`src/rtl/mips_pkg.sv`:
```
// mips_pkg: shared MIPS encoding constants, mnemonic codes and encoder FSM states.
package mips_pkg;

    typedef enum logic [3:0] {
        K_ADDU  = 4'd0,
        K_SUBU  = 4'd1,
        K_AND   = 4'd2,
        K_OR    = 4'd3,
        K_SLTU  = 4'd4,
        K_LW    = 4'd5,
        K_SW    = 4'd6,
        K_BEQ   = 4'd7,
        K_ADDIU = 4'd8,
        K_J     = 4'd9,
        K_NOP   = 4'd10,
        K_LI    = 4'd11,
        K_MOVE  = 4'd12
    } kind_e;

    localparam logic [5:0] OP_RTYPE = 6'h00;
    localparam logic [5:0] OP_LW    = 6'h23;
    localparam logic [5:0] OP_SW    = 6'h2B;
    localparam logic [5:0] OP_BEQ   = 6'h04;
    localparam logic [5:0] OP_ADDIU = 6'h09;
    localparam logic [5:0] OP_J     = 6'h02;

    localparam logic [5:0] FN_ADDU = 6'h21;
    localparam logic [5:0] FN_SUBU = 6'h23;
    localparam logic [5:0] FN_AND  = 6'h24;
    localparam logic [5:0] FN_OR   = 6'h25;
    localparam logic [5:0] FN_SLTU = 6'h2B;

    typedef enum logic {
        S_IDLE = 1'b0,
        S_SLOT = 1'b1
    } state_e;

    function automatic logic [31:0] r_word(input logic [4:0] rs, input logic [4:0] rt,
                                           input logic [4:0] rd, input logic [5:0] fn);
        return {OP_RTYPE, rs, rt, rd, 5'd0, fn};
    endfunction

    function automatic logic [31:0] i_word(input logic [5:0] op, input logic [4:0] rs,
                                           input logic [4:0] rt, input logic [15:0] imm);
        return {op, rs, rt, imm};
    endfunction

endpackage

```
`src/rtl/instr_field_pack.sv`:
```
// instr_field_pack: combinational map from mnemonic code and fields to a machine word.
module instr_field_pack
    import mips_pkg::*;
(
    input  logic [3:0]  kind,
    input  logic [4:0]  rd,
    input  logic [4:0]  rs,
    input  logic [4:0]  rt,
    input  logic [25:0] imm,
    output logic [31:0] word,
    output logic        is_ctrl,
    output logic        invalid
);

    always_comb begin
        word    = '0;
        is_ctrl = 1'b0;
        invalid = 1'b0;
        case (kind)
            K_ADDU:  word = r_word(rs, rt, rd, FN_ADDU);
            K_SUBU:  word = r_word(rs, rt, rd, FN_SUBU);
            K_AND:   word = r_word(rs, rt, rd, FN_AND);
            K_OR:    word = r_word(rs, rt, rd, FN_OR);
            K_SLTU:  word = r_word(rs, rt, rd, FN_SLTU);
            K_LW:    word = i_word(OP_LW, rs, rt, imm[15:0]);
            K_SW:    word = i_word(OP_SW, rs, rt, imm[15:0]);
            K_ADDIU: word = i_word(OP_ADDIU, rs, rt, imm[15:0]);
            K_BEQ: begin
                word    = i_word(OP_BEQ, rs, rt, imm[15:0]);
                is_ctrl = 1'b1;
            end
            K_J: begin
                word    = {OP_J, imm};
                is_ctrl = 1'b1;
            end
            K_NOP:   word = '0;
            K_LI:    word = i_word(OP_ADDIU, 5'd0, rt, imm[15:0]);
            K_MOVE:  word = r_word(rs, 5'd0, rd, FN_ADDU);
            default: invalid = 1'b1;
        endcase
    end

endmodule

```
`src/rtl/instr_encoder.sv`:
```
// instr_encoder: streaming MIPS instruction encoder with word addresses and optional delay-slot NOPs.
module instr_encoder
    import mips_pkg::*;
#(
    parameter int AW         = 8,
    parameter bit DELAY_SLOT = 1'b1
) (
    input  logic          clk,
    input  logic          reset,
    input  logic          clear_addr,
    input  logic          in_valid,
    output logic          in_ready,
    input  logic [3:0]    in_kind,
    input  logic [4:0]    in_rd,
    input  logic [4:0]    in_rs,
    input  logic [4:0]    in_rt,
    input  logic [25:0]   in_imm,
    output logic          out_valid,
    input  logic          out_ready,
    output logic [31:0]   out_word,
    output logic [AW-1:0] out_addr,
    output logic          err
);

    state_e        state_q, state_d;
    logic          valid_q, valid_d;
    logic [31:0]   word_q, word_d;
    logic [AW-1:0] addr_q, addr_d;
    logic          err_q, err_d;
    logic [31:0]   pack_word;
    logic          pack_ctrl, pack_invalid;
    logic          accept, load, out_hs, in_slot;

    instr_field_pack u_pack (
        .kind    (in_kind),
        .rd      (in_rd),
        .rs      (in_rs),
        .rt      (in_rt),
        .imm     (in_imm),
        .word    (pack_word),
        .is_ctrl (pack_ctrl),
        .invalid (pack_invalid)
    );

    always_ff @(posedge clk or negedge reset) begin
        if (!reset) begin
            state_q <= S_IDLE;
            valid_q <= 1'b0;
            word_q  <= '0;
            addr_q  <= '0;
            err_q   <= 1'b0;
        end else begin
            state_q <= state_d;
            valid_q <= valid_d;
            word_q  <= word_d;
            addr_q  <= addr_d;
            err_q   <= err_d;
        end
    end

    always_comb begin
        in_slot = state_q == S_SLOT;
        accept  = in_valid && in_ready;
        load    = accept && !pack_invalid;
        out_hs  = valid_q && out_ready;
        state_d = in_slot ? (out_hs ? S_IDLE : S_SLOT)
                          : ((load && pack_ctrl && DELAY_SLOT) ? S_SLOT : S_IDLE);
    end

    // SLOT always presents a word: first the branch, then the NOP that replaces it.
    always_comb begin
        valid_d = in_slot || load || (valid_q && !out_ready);
        word_d  = load ? pack_word : ((in_slot && out_hs) ? '0 : word_q);
        err_d   = accept && pack_invalid;
        addr_d  = (clear_addr && !in_slot) ? '0 : (out_hs ? addr_q + 1'b1 : addr_q);
    end

    always_comb begin
        in_ready  = !in_slot && (!valid_q || out_ready);
        out_valid = valid_q;
        out_word  = word_q;
        out_addr  = addr_q;
        err       = err_q;
    end

endmodule
```
`config.mk`:
```
export PLATFORM = sky130hd
export DESIGN_NAME = instr_encoder
export DESIGN_NICKNAME = d
export VERILOG_FILES = /design/src/rtl/mips_pkg.sv /design/src/rtl/instr_field_pack.sv /design/src/rtl/instr_encoder.sv
export SDC_FILE = /design/constraint.sdc
export NUM_CORES = 1
export LEC_CHECK = 0
export CAP_MARGIN = 20
export CORE_MARGIN = 4
export CORE_UTILIZATION = 45
export CTS_CLUSTER_DIAMETER = 40
export DETAILED_ROUTE_END_ITERATION = 7
export PLACE_DENSITY = 0.94
export SYNTH_ARGS = -nofsm -noshare
export SYNTH_HDL_FRONTEND = slang
export SYNTH_SLANG_ARGS = --single-unit
export TNS_END_PERCENT = 10
```
`constraint.sdc`:
```
create_clock -name clk -period 2.4 [get_ports clk]
set_input_delay 0.48 -clock clk [delete_from_list [all_inputs] [get_ports clk]]
set_output_delay 0.48 -clock clk [all_outputs]
set_load 0.01 [all_outputs]
```
=== Word-level counts from Yosys, hierarchy flattened ===
Cells that the tools add are included.

* Bits in registers: 43
* Logic and storage cells: 48

* Equal/unequal tests: 12
* Reduce and logical (&&, ||, !) cells: 20
* Muxes and demuxes: 10
* $add $sub $neg: 1

{| class="wikitable"
|+ Operator list
! operator !! number
|-
| one-hot mux 32 bit (12 select lines) || 1
|-
| 2-to-1 mux 32 bit || 2
|-
| equality test 4 bit, second input constant || 5
|-
| equality test 4 x 3 -> 1 bit, second input constant || 4
|-
| 2-to-1 mux 8 bit || 2
|-
| OR reduction 13 bit || 1
|-
| logical AND 1 bit || 9
|-
| adder 8 x 1 -> 8 bit, second input constant || 1
|-
| equality test 4 x 2 -> 1 bit, second input constant || 2
|-
| 2-to-1 mux 1 bit || 5
|-
| equality test 4 x 1 -> 1 bit, second input constant || 1
|-
| logical NOT 4 bit || 1
|-
| nonzero test 2 bit || 2
|-
| logical NOT 1 bit || 3
|-
| logical OR 1 bit || 3
|-
| OR reduction 2 bit || 1
|}

=== Longest topological paths before layout ===
Gate-level depths: netlist of the first run.

* Word-level depth: 8
* Depth in mapped cells: 6
* Gate-level depth less buffers: 4

=== Modules after synthesis ===
Synthesis of the first run repeated with hierarchy kept, for this count alone.

* Cell total of the unflattened synthesis: 246
* Area total of the unflattened synthesis: 2478.6 um2

{| class="wikitable"
|+ By module, submodules not included
! module !! area each (um2) !! instances !! cells each
|-
| instr_encoder || 1681.6 || 1 || 124
|-
| instr_field_pack || 797.0 || 1 || 122
|}

=== Worst setup path before layout of the first run ===
Ideal clock, no wire load.

* Path type: input-to-reg
* From: input in_kind[3]
* To: register word_q[12], in the netlist out_word[12]
* Stages: 6
* Data required time: 2264 ps
* Path slack: 794 ps
* Path buffers: 2
* Data arrival time: 1470 ps
* Setup time: 136 ps
* Path through: buf_6 > nor2b_4 > o31a_1 > buf_6 > a221oi_1 > a21oi_1

* Word-level cells in the longest chain between the ends: 4
* Elaborated cells between the ends (all ways): 18
* Those cells by class: eq/ne (12); mux (2); reduce/logical (4)

{| class="wikitable"
|+ RTL lines
! item !! RTL line !! text
|-
| from (decl) || instr_encoder.sv:13 || <nowiki>input logic [3:0] in_kind,</nowiki>
|-
| equality test 4 x 1 -> 1 bit, or another cell as far along || instr_field_pack.sv:19 || <nowiki>case (kind)</nowiki>
|-
| OR reduction 13 bit (no source line) || - ||
|-
| logical AND 1 bit || instr_encoder.sv:64 || <nowiki>load = accept && !pack_invalid;</nowiki>
|-
| 2-to-1 mux 32 bit / nonzero test 2 bit (equally long branches) || - ||
|-
| to (signal assigned) || instr_encoder.sv:55 || <nowiki>word_q <= word_d;</nowiki>
|-
| to (decl) || instr_encoder.sv:27 || <nowiki>logic [31:0] word_q, word_d;</nowiki>
|}

Parallel ways exist; a longest one is shown, timed or not.
A chain may end at the register's enable or synchronous reset.

=== Final worst setup path of the first run ===
* From: input out_ready
* To: output in_ready

* Word-level cells in the longest chain between the ends: 2

{| class="wikitable"
|+ RTL lines
! item !! RTL line !! text
|-
| from (decl) || instr_encoder.sv:19 || <nowiki>input logic out_ready,</nowiki>
|-
| logical OR 1 bit || instr_encoder.sv:79 || <nowiki>in_ready = !in_slot && (!valid_q || out_ready);</nowiki>
|-
| logical AND 1 bit || instr_encoder.sv:79 ||
|-
| to (decl) || instr_encoder.sv:12 || <nowiki>output logic in_ready,</nowiki>
|}

Every way passes these cells.

==> impl_metrics.ini, run 1 <==
[critical_path]
reg2reg_setup_slack_ns = 0.94
cp_max_fo = 2
arrival_ns = 1.82
required_ns = 1.92
crit_path_start_kind = input port
endpoint_kind = primary output
timing.rr.start = out_valid$_DFF_PN0_
cp-startpoint = out_ready
path_class = input port to primary output

[final_layout]
layout_common_cells = clkdlybuf4s50_1 (90), dfrtp_1 (42), nand3_1 (27)
final_common_cell = clkdlybuf4s50_1
drive_above_1_share_pct = 8.084
fillers = 379
syn_to_final_growth_pct = 49.12
final_cell_count_no_fill = 401
nets = 385
diodes = 0

[power_and_ir_drop]
clkPwrFrac_pct = 19.5
p_leak_nw = 1.418
power_switching_w = 0.0009580
p_int_w = 0.001952
comb_power_share_pct = 42.6
p_seq_share_pct = 37.8
vdd_drop_max_v = 0.0006958
power_w = 0.002910
sw_frac_of_total_pct = 32.92
powerDensity_nw_per_um2 = 861.6

[clocking]
cts_setup_buffers = 0
clock_insertion_delay_worst_skew_ns = 0.29
clock-sinks = 42
root_buffer = clkbuf_8
htree_levels = 2
postCtsResizedCells = 0
cts-buffers-inserted = 5
cts_hold_buf = 0
cts_tree = built
clk_pin_slew_ns = 0.07
cts_buffer_depth = 2

[place]
gp_congestion = 0.8276
port_buffers = 91
dp_hpwl_um = 4968
placed_cells = 394

[timing]
maxSlewHeadroom_pct = 37.69
period_needed_ns = 2.298
fmax_mhz = 435.2
finalSetupTns_ns = 0
hold_viol_final = 0
fin_skew_ns = 0.004478
slew_viol_final = 0
fin_crit_sh_pct = 95.74
tightest_slew_ns = 0.9346
rsz0062_at_grt = no
setup_viol = 0

[floorplan]
core_area_um2 = 4786
fp.dieH_um = 78.94
rows = 25
io_pins = 93
start_util_pct = 47.32
die-area_um2 = 6232
dieWidth_um = 78.94

[yosys]
ys_warn_count = 0
syn_area_um2 = 2265
synth_edf_count = 0
ys_seq_area_share_pct = 46.41
ys_types = 45
synth_flop_cell = dfrtp_1
syn_nets = 294
syn_inst = 243
synth_area_per_cell_um2 = 9.320
async_flop_share_pct = 100.0
synth_seq_cells = 42

[routing]
drt-initial-drc-count = 143
via_per_inst = 5.611
vias = 2250
routed_wl_um = 6669
drc_errors = 0
wl_per_cell_um = 16.63
dr.pass1.iters = 5
antenna_left = 0

[global_route]
grt_use_total_pct = 22.20
grt_antenna_before_repair = 0
grt_overflow_total = 0
grt_pass1_vias = 2167
grt_use_met1_pct = 29.00
grt_pass1_wl_um = 10900
use_met3_pct = 5.442
grt_max_degree = 43
grt_use_met2_pct = 37.27
grt.busiest_layer = met2

[min_path]
hp-class = input port to asynchronous set/reset pin

[outcome]
outcome = complete, no violations

[run]
drv_cap = 0
[flip-flops by register name (all words and copies together), names as in the netlist]
register and cells:
in_slot 1, err 1, out_valid 1, out_addr 8
out_word 31
[metal layers]
layer	vias up	part of all wire, %
li1	1069	-
met1	1089	43
met2	84	50
met3	8	5.5
met4	0	1.4
met5	-	0
[cell families (layout without fill, tap and decap cells)]
kind of cell    Yosys count  after routing  share of synthesized area (%)
flops                    42             42                          46.41
fa+ha+maj                 1              1                         0.5524
compound gates           80             80                          23.32
buf+inv                  23            114                          4.917
other cells               1              1                         0.1656
mux                       1              1                         0.4420
xor+xnor                  7              7                          2.707
simple gates             88             88                          21.49
[cell usage after synthesis, drive strengths merged (2+ instances only)]
master / count / area, um^2
a21boi: 5 / 37.54
a21oi: 15 / 75.07
a221oi: 10 / 87.58
a22o: 6 / 52.55
a22oi: 2 / 15.01
a31o: 2 / 17.52
and2: 2 / 12.51
and3: 3 / 18.77
buf: 8 / 55.05
clkbuf: 12 / 45.04
dfrtp: 42 / 1051
inv: 3 / 11.26
nand2: 17 / 63.81
nand2b: 4 / 25.02
nand3: 27 / 135.1
nand4: 3 / 18.77
nor2: 8 / 30.03
nor2b: 12 / 82.58
nor3: 2 / 10.01
nor3b: 5 / 37.54
o211ai: 2 / 20.02
o21ai: 27 / 135.1
o22ai: 2 / 12.51
o31a: 2 / 17.52
xor2: 7 / 61.31
[power groups by stage]
stage	sequential, W	combinational, W	clock, W
after floorplan	0.00120	0.000404	0
after global placement	0.00110	0.00120	0
after detailed placement	0.00111	0.00124	0
after CTS	0.00110	0.00125	0.000575
after global routing	0.00113	0.00134	0.000611
final	0.00110	0.00124	0.000568
[area by class of cell]
type | instances | area (um^2) | area share [%]
Multi-Input combinational cell | 178 | 1102 | 32.64
Clock inverter | 1 | 30.03 | 0.8892
Inverter | 3 | 11.26 | 0.3335
Sequential cell | 42 | 1051 | 31.12
Clock buffer | 6 | 82.58 | 2.445
Tap cell | 67 | 83.83 | 2.482
Timing Repair Buffer | 104 | 1016 | 30.09
[final timing paths]
check                                                end  cells after the start
worst min register to register  out_word[31]$_DFFE_PN0P_                      2
worst max register to register  out_word[28]$_DFFE_PN0P_                      5
worst min-delay path             out_addr[3]$_DFFE_PN0P_                      1
worst max-delay path                            in_ready                      4
max in group asynchronous       out_word[27]$_DFFE_PN0P_                      1
min in group clk                out_word[31]$_DFFE_PN0P_                      2
[stage by stage]
stage / hold slack [ns] / util (%) / area, um^2 / setup WS, ns
5_1_grt: 0.3794 / 70.56 / 3377 / 0.01163
2_1_floorplan: 0.1844 / - / 2265 / 0.7940
3_5_place_dp: 0.4894 / 68.21 / 3264 / 0.09757
6_report: 0.3242 / 70.56 / 3377 / 0.1022
3_3_place_gp: 0.4823 / 68.21 / 3264 / 0.1544
4_1_cts: 0.3523 / 70.56 / 3377 / 0.09663
[worst max-delay path: stages]
cell             delay, ns
clkdlybuf4s50_1       0.47
nand2b_1              0.12
nor2b_1               0.18
clkdlybuf4s50_1       0.56
Note: power is estimated with default switching activity, not from simulation.
==> inputs of run 2 (changes only) <==
==> constraint.sdc (replaced) <==
create_clock -name clk -period 2.4 [get_ports clk]
set_input_delay 0.72 -clock clk [delete_from_list [all_inputs] [get_ports clk]]
set_output_delay 0.72 -clock clk [all_outputs]
set_load 0.01 [all_outputs]
==> impl_metrics.ini, run 2 (synthesized netlist as in run 1, its figures left out) <==
[outcome]
outcome = complete, no violations

[floorplan]
start_util_pct = 47.32
core_area_um2 = 4786
die-area_um2 = 6232
fp.dieH_um = 78.94
dieWidth_um = 78.94
io_pins = 93
rows = 25

[routing]
vias = 2281
wl_per_cell_um = 15.46
drt-initial-drc-count = 136
antenna_left = 0
drc_errors = 0
routed_wl_um = 6337
dr.pass1.iters = 4
via_per_inst = 5.563

[clocking]
htree_levels = 2
cts_hold_buf = 0
cts-buffers-inserted = 5
clock_insertion_delay_worst_skew_ns = 0.30
clk_pin_slew_ns = 0.08
clock-sinks = 42
cts_tree = built
root_buffer = clkbuf_8
cts_buffer_depth = 2

[final_layout]
drive_above_1_share_pct = 11.08
nets = 393
diodes = 0
layout_common_cells = clkdlybuf4s50_1 (89), dfrtp_1 (42), nand3_1 (27)
final_area_um2 = 3463
syn_to_final_growth_pct = 52.93
final_common_cell = clkdlybuf4s50_1
largest_reg_flops = 31

[critical_path]
crit_path_start_kind = input port
endpoint_kind = primary output
arrival_ns = 1.61
path_class = input port to primary output
cpPeakStageDelay_ns = 0.49
required_ns = 1.68
path_buf_inv = 2
reg2reg_setup_slack_ns = 0.93
cp_max_fo = 2
crit_cells = 4
worst_r2r_path_depth = 7
timing.rr.start = out_valid$_DFF_PN0_
critical_path.cell_chain = clkdlybuf4s50_1 -> nand2b_4 -> nor2b_4 -> buf_2
regToRegEndpoint = out_word[20]$_DFFE_PN0P_
path_delay_family = buffers and inverters
cp_slowest_cell = clkdlybuf4s50_1

[power_and_ir_drop]
power_w = 0.002845
vdd_drop_max_v = 0.0004260
powerDensity_nw_per_um2 = 821.4
p_leak_nw = 1.477

[timing]
fmax_mhz = 428.5
hold_viol_final = 0
fin_crit_sh_pct = 97.24
slew_viol_final = 0
fin_skew_ns = 0.007831
finalSetupTns_ns = 0
tightest_slew_ns = 0.5151
setup_ws_ns = 0.06636
hold_ws_ns = 0.3297
rsz0062_at_grt = no
maxSlewHeadroom_pct = 65.59
period_needed_ns = 2.334
setup_viol = 0

[global_route]
grt_pass1_wl_um = 10380
grt_antenna_before_repair = 0
grt_overflow_total = 0
grt_use_total_pct = 21.18
grt_pass1_vias = 2142
grt_max_degree = 44

[place]
gp_congestion = 0.8152
pre_cts_slack_ns = -0.3714
dpl_cell_area_um2 = 3362
port_buffers = 91
dp_hpwl_um = 4888

[run]
drv_cap = 0

[min_path]
hp-class = input port to asynchronous set/reset pin
run 2: area by class of cell:
type | instances | area (um^2)
repair buffers | 112 | 1109
clock buffers | 7 | 86.33
clock inverters | 1 | 5.005
inverters | 3 | 11.26
flip-flops and latches | 42 | 1051
well taps | 67 | 83.83
multi-input cells | 178 | 1117
fillers | 354 | 1323
run 2: how the worst max path moves through the flow:
stage	from	end	slack [ns]
6_report	out_ready	in_ready	0.07
4_1_cts	out_ready	in_ready	0.07
3_3_place_gp	out_ready	in_ready	-0.33
2_1_floorplan	out_ready	in_ready	0.52
3_5_place_dp	out_ready	in_ready	-0.37
5_1_grt	out_ready	in_ready	0.03
run 2: per-stage QoR:
step | instances | utilization [%]
6_report | 410 | 72.37
3_3_place_gp | 402 | 70.25
4_1_cts | 410 | 72.37
5_1_grt | 410 | 72.37
2_1_floorplan | 243 | -
3_5_place_dp | 402 | 70.25
run 2: power by group:
part           switching [W]  internal (W)  leakage (nW)
sequential          0.000161      0.000941         0.549
combinational       0.000557      0.000709         0.880
clock               0.000244      0.000232        0.0482
total               0.000963       0.00188          1.48
run 2: worst reg2reg max path: stages (launching register included):
cell	delay, ns
dfrtp_1	0.47
nand2b_4	0.11
buf_4	0.13
nand4b_4	0.11
buf_12	0.19
buf_12	0.17
nand3_1	0.08
o21ai_0	0.08
run 2: timing repair:
| action | CTS | global route |
|---|---|---|
| buffers inserted | 0 | 0 |
| resized for setup | 7 | 0 |
| endpoints found under the setup margin | 1 | 0 |
run 2: metal layers:
layer	up-vias	part of all wire (%)	global-route usage, %
met2	80	50	35.99
met3	9	6.6	4.875
li1	1095	-	-
met1	1097	42	26.87
met5	-	0	0
met4	0	1.5	6.529
==> inputs of run 3 (changes only) <==
--- a/config.mk
+++ b/config.mk
@@ -6,11 +6,13 @@
 export NUM_CORES = 1
 export LEC_CHECK = 0
 export CAP_MARGIN = 20
+export CELL_PAD_IN_SITES_DETAIL_PLACEMENT = 0
+export CELL_PAD_IN_SITES_GLOBAL_PLACEMENT = 1
 export CORE_MARGIN = 4
-export CORE_UTILIZATION = 45
+export CORE_UTILIZATION = 34
 export CTS_CLUSTER_DIAMETER = 40
 export DETAILED_ROUTE_END_ITERATION = 7
-export PLACE_DENSITY = 0.94
+export PLACE_DENSITY = 0.95
 export SYNTH_ARGS = -nofsm -noshare
 export SYNTH_HDL_FRONTEND = slang
 export SYNTH_SLANG_ARGS = --single-unit
==> impl_metrics.ini, run 3 (synthesized netlist as in run 1, its figures left out) <==
[outcome]
outcome = complete, no violations

[critical_path]
endpoint_kind = primary output
arrival_ns = 1.59
crit_path_start_kind = input port
cp_max_fo = 2
required_ns = 1.68
path_class = input port to primary output

[final_layout]
final_common_cell = clkdlybuf4s50_1
drive_above_1_share_pct = 13.14
register_area_um2 = 1051
diodes = 0
syn_to_final_growth_pct = 56.30
multi_input_area_um2 = 1119
nets = 400
fin_util_pct = 55.11
largest_reg_flops = 31
layout_common_cells = clkdlybuf4s50_1 (89), dfrtp_1 (42), nand3_1 (27)
final_area_um2 = 3540
fillers = 590

[floorplan]
start_util_pct = 35.26
core_area_um2 = 6422
fp.dieH_um = 89.62
die-area_um2 = 8031
io_pins = 93
dieWidth_um = 89.62
rows = 29

[place]
gp_congestion = 0.8849
dpl_cell_area_um2 = 3415
port_buffers = 91
dp_hpwl_um = 4982

[timing]
hold_viol_final = 0
maxSlewHeadroom_pct = 49.43
setup_viol = 0
fin_crit_sh_pct = 96.40
tightest_slew_ns = 0.7585
rsz0062_at_grt = no
fin_skew_ns = 0.009639
fmax_mhz = 432.2
slew_viol_final = 0
period_needed_ns = 2.314

[run]
drv_cap = 0

[clocking]
cts_tree = built
clk_pin_slew_ns = 0.09
clock_insertion_delay_worst_skew_ns = 0.30
cts-buffers-inserted = 5
clock-sinks = 42
cts_buffer_depth = 2
root_buffer = clkbuf_8
htree_levels = 2

[power_and_ir_drop]
power_w = 0.002926
vdd_drop_max_v = 0.0002860
p_leak_nw = 1.507
powerDensity_nw_per_um2 = 826.5

[routing]
wl_per_cell_um = 15.30
antenna_left = 0
drt-initial-drc-count = 114
drc_errors = 0
via_per_inst = 5.143
routed_wl_um = 6531
vias = 2196
dr.pass1.iters = 4

[global_route]
grt_pass1_vias = 2210
grt_overflow_total = 0
grt_antenna_before_repair = 0
grt_pass1_wl_um = 10540
grt_max_degree = 35
grt_use_total_pct = 16.79

[min_path]
hp-class = input port to asynchronous set/reset pin
[run 3: cell type report]
class	count	area share (%)
Inverter	3	0.3181
Clock inverter	3	1.273
Clock buffer	5	1.944
Sequential cell	42	29.69
Multi-Input combinational cell	178	31.60
Timing Repair Buffer	119	32.45
Tap cell	77	2.722
[run 3: what timing repair did]
item / 4_1_cts / 5_1_grt
endpoints found under the setup margin: 1 / 1
hold buffers: 0 / 0
gates resized for setup: 7 / 1
pin swaps: 0 / 0
setup buffers: 0 / 0
[run 3: through the flow]
step / hold WS [ns] / worst slack [ns] / std cells / setup TNS (ns)
global placement: 0.4811 / -0.3548 / 419 / -0.8101
detailed placement: 0.4892 / -0.3836 / 419 / -1.347
floorplan: 0.4244 / 0.5190 / 243 / 0
finish: 0.4873 / 0.08633 / 427 / 0
CTS: 0.5071 / 0.08314 / 427 / 0
global route: 0.5315 / 0.009043 / 427 / 0
[run 3: routing by layer]
| layer | global-route usage [%] | vias up | routed length [um] |
|---|---|---|---|
| met5 | 0 | - | 0 |
| li1 | - | 1102 | - |
| met3 | 2.828 | 8 | 320 |
| met2 | 28.13 | 59 | 3220 |
| met4 | 5.954 | 0 | 115 |
| met1 | 21.85 | 1027 | 2874 |
[run 3: final timing paths]
check | endpoint | from | cells after the start | slack (ns)
setup / recovery | in_ready | out_ready | 4 | 0.09
min in group clk | out_word[19]$_DFFE_PN0P_ | out_word[19]$_DFFE_PN0P_ | 2 | 0.50
setup reg to reg | out_word[12]$_DFFE_PN0P_ | out_valid$_DFF_PN0_ | 6 | 0.88
max in group asynchronous | out_word[21]$_DFFE_PN0P_ | reset | 2 | 1.29
hold / removal | out_word[31]$_DFFE_PN0P_ | reset | 1 | 0.49
hold reg to reg | out_word[19]$_DFFE_PN0P_ | out_word[19]$_DFFE_PN0P_ | 2 | 0.50
[run 3: power by group]
| part | switching, W | internal (W) | leakage [nW] | total (W) |
|---|---|---|---|---|
| clock network | 0.000256 | 0.000310 | 0.0504 | 0.000565 |
| registers | 0.000161 | 0.000940 | 0.549 | 0.00110 |
| logic | 0.000545 | 0.000715 | 0.908 | 0.00126 |
[run 3: worst max-delay path, stage by stage]
cell	delay, ns
clkdlybuf4s50_1	0.47
nand2b_4	0.13
nor2b_4	0.14
buf_2	0.13
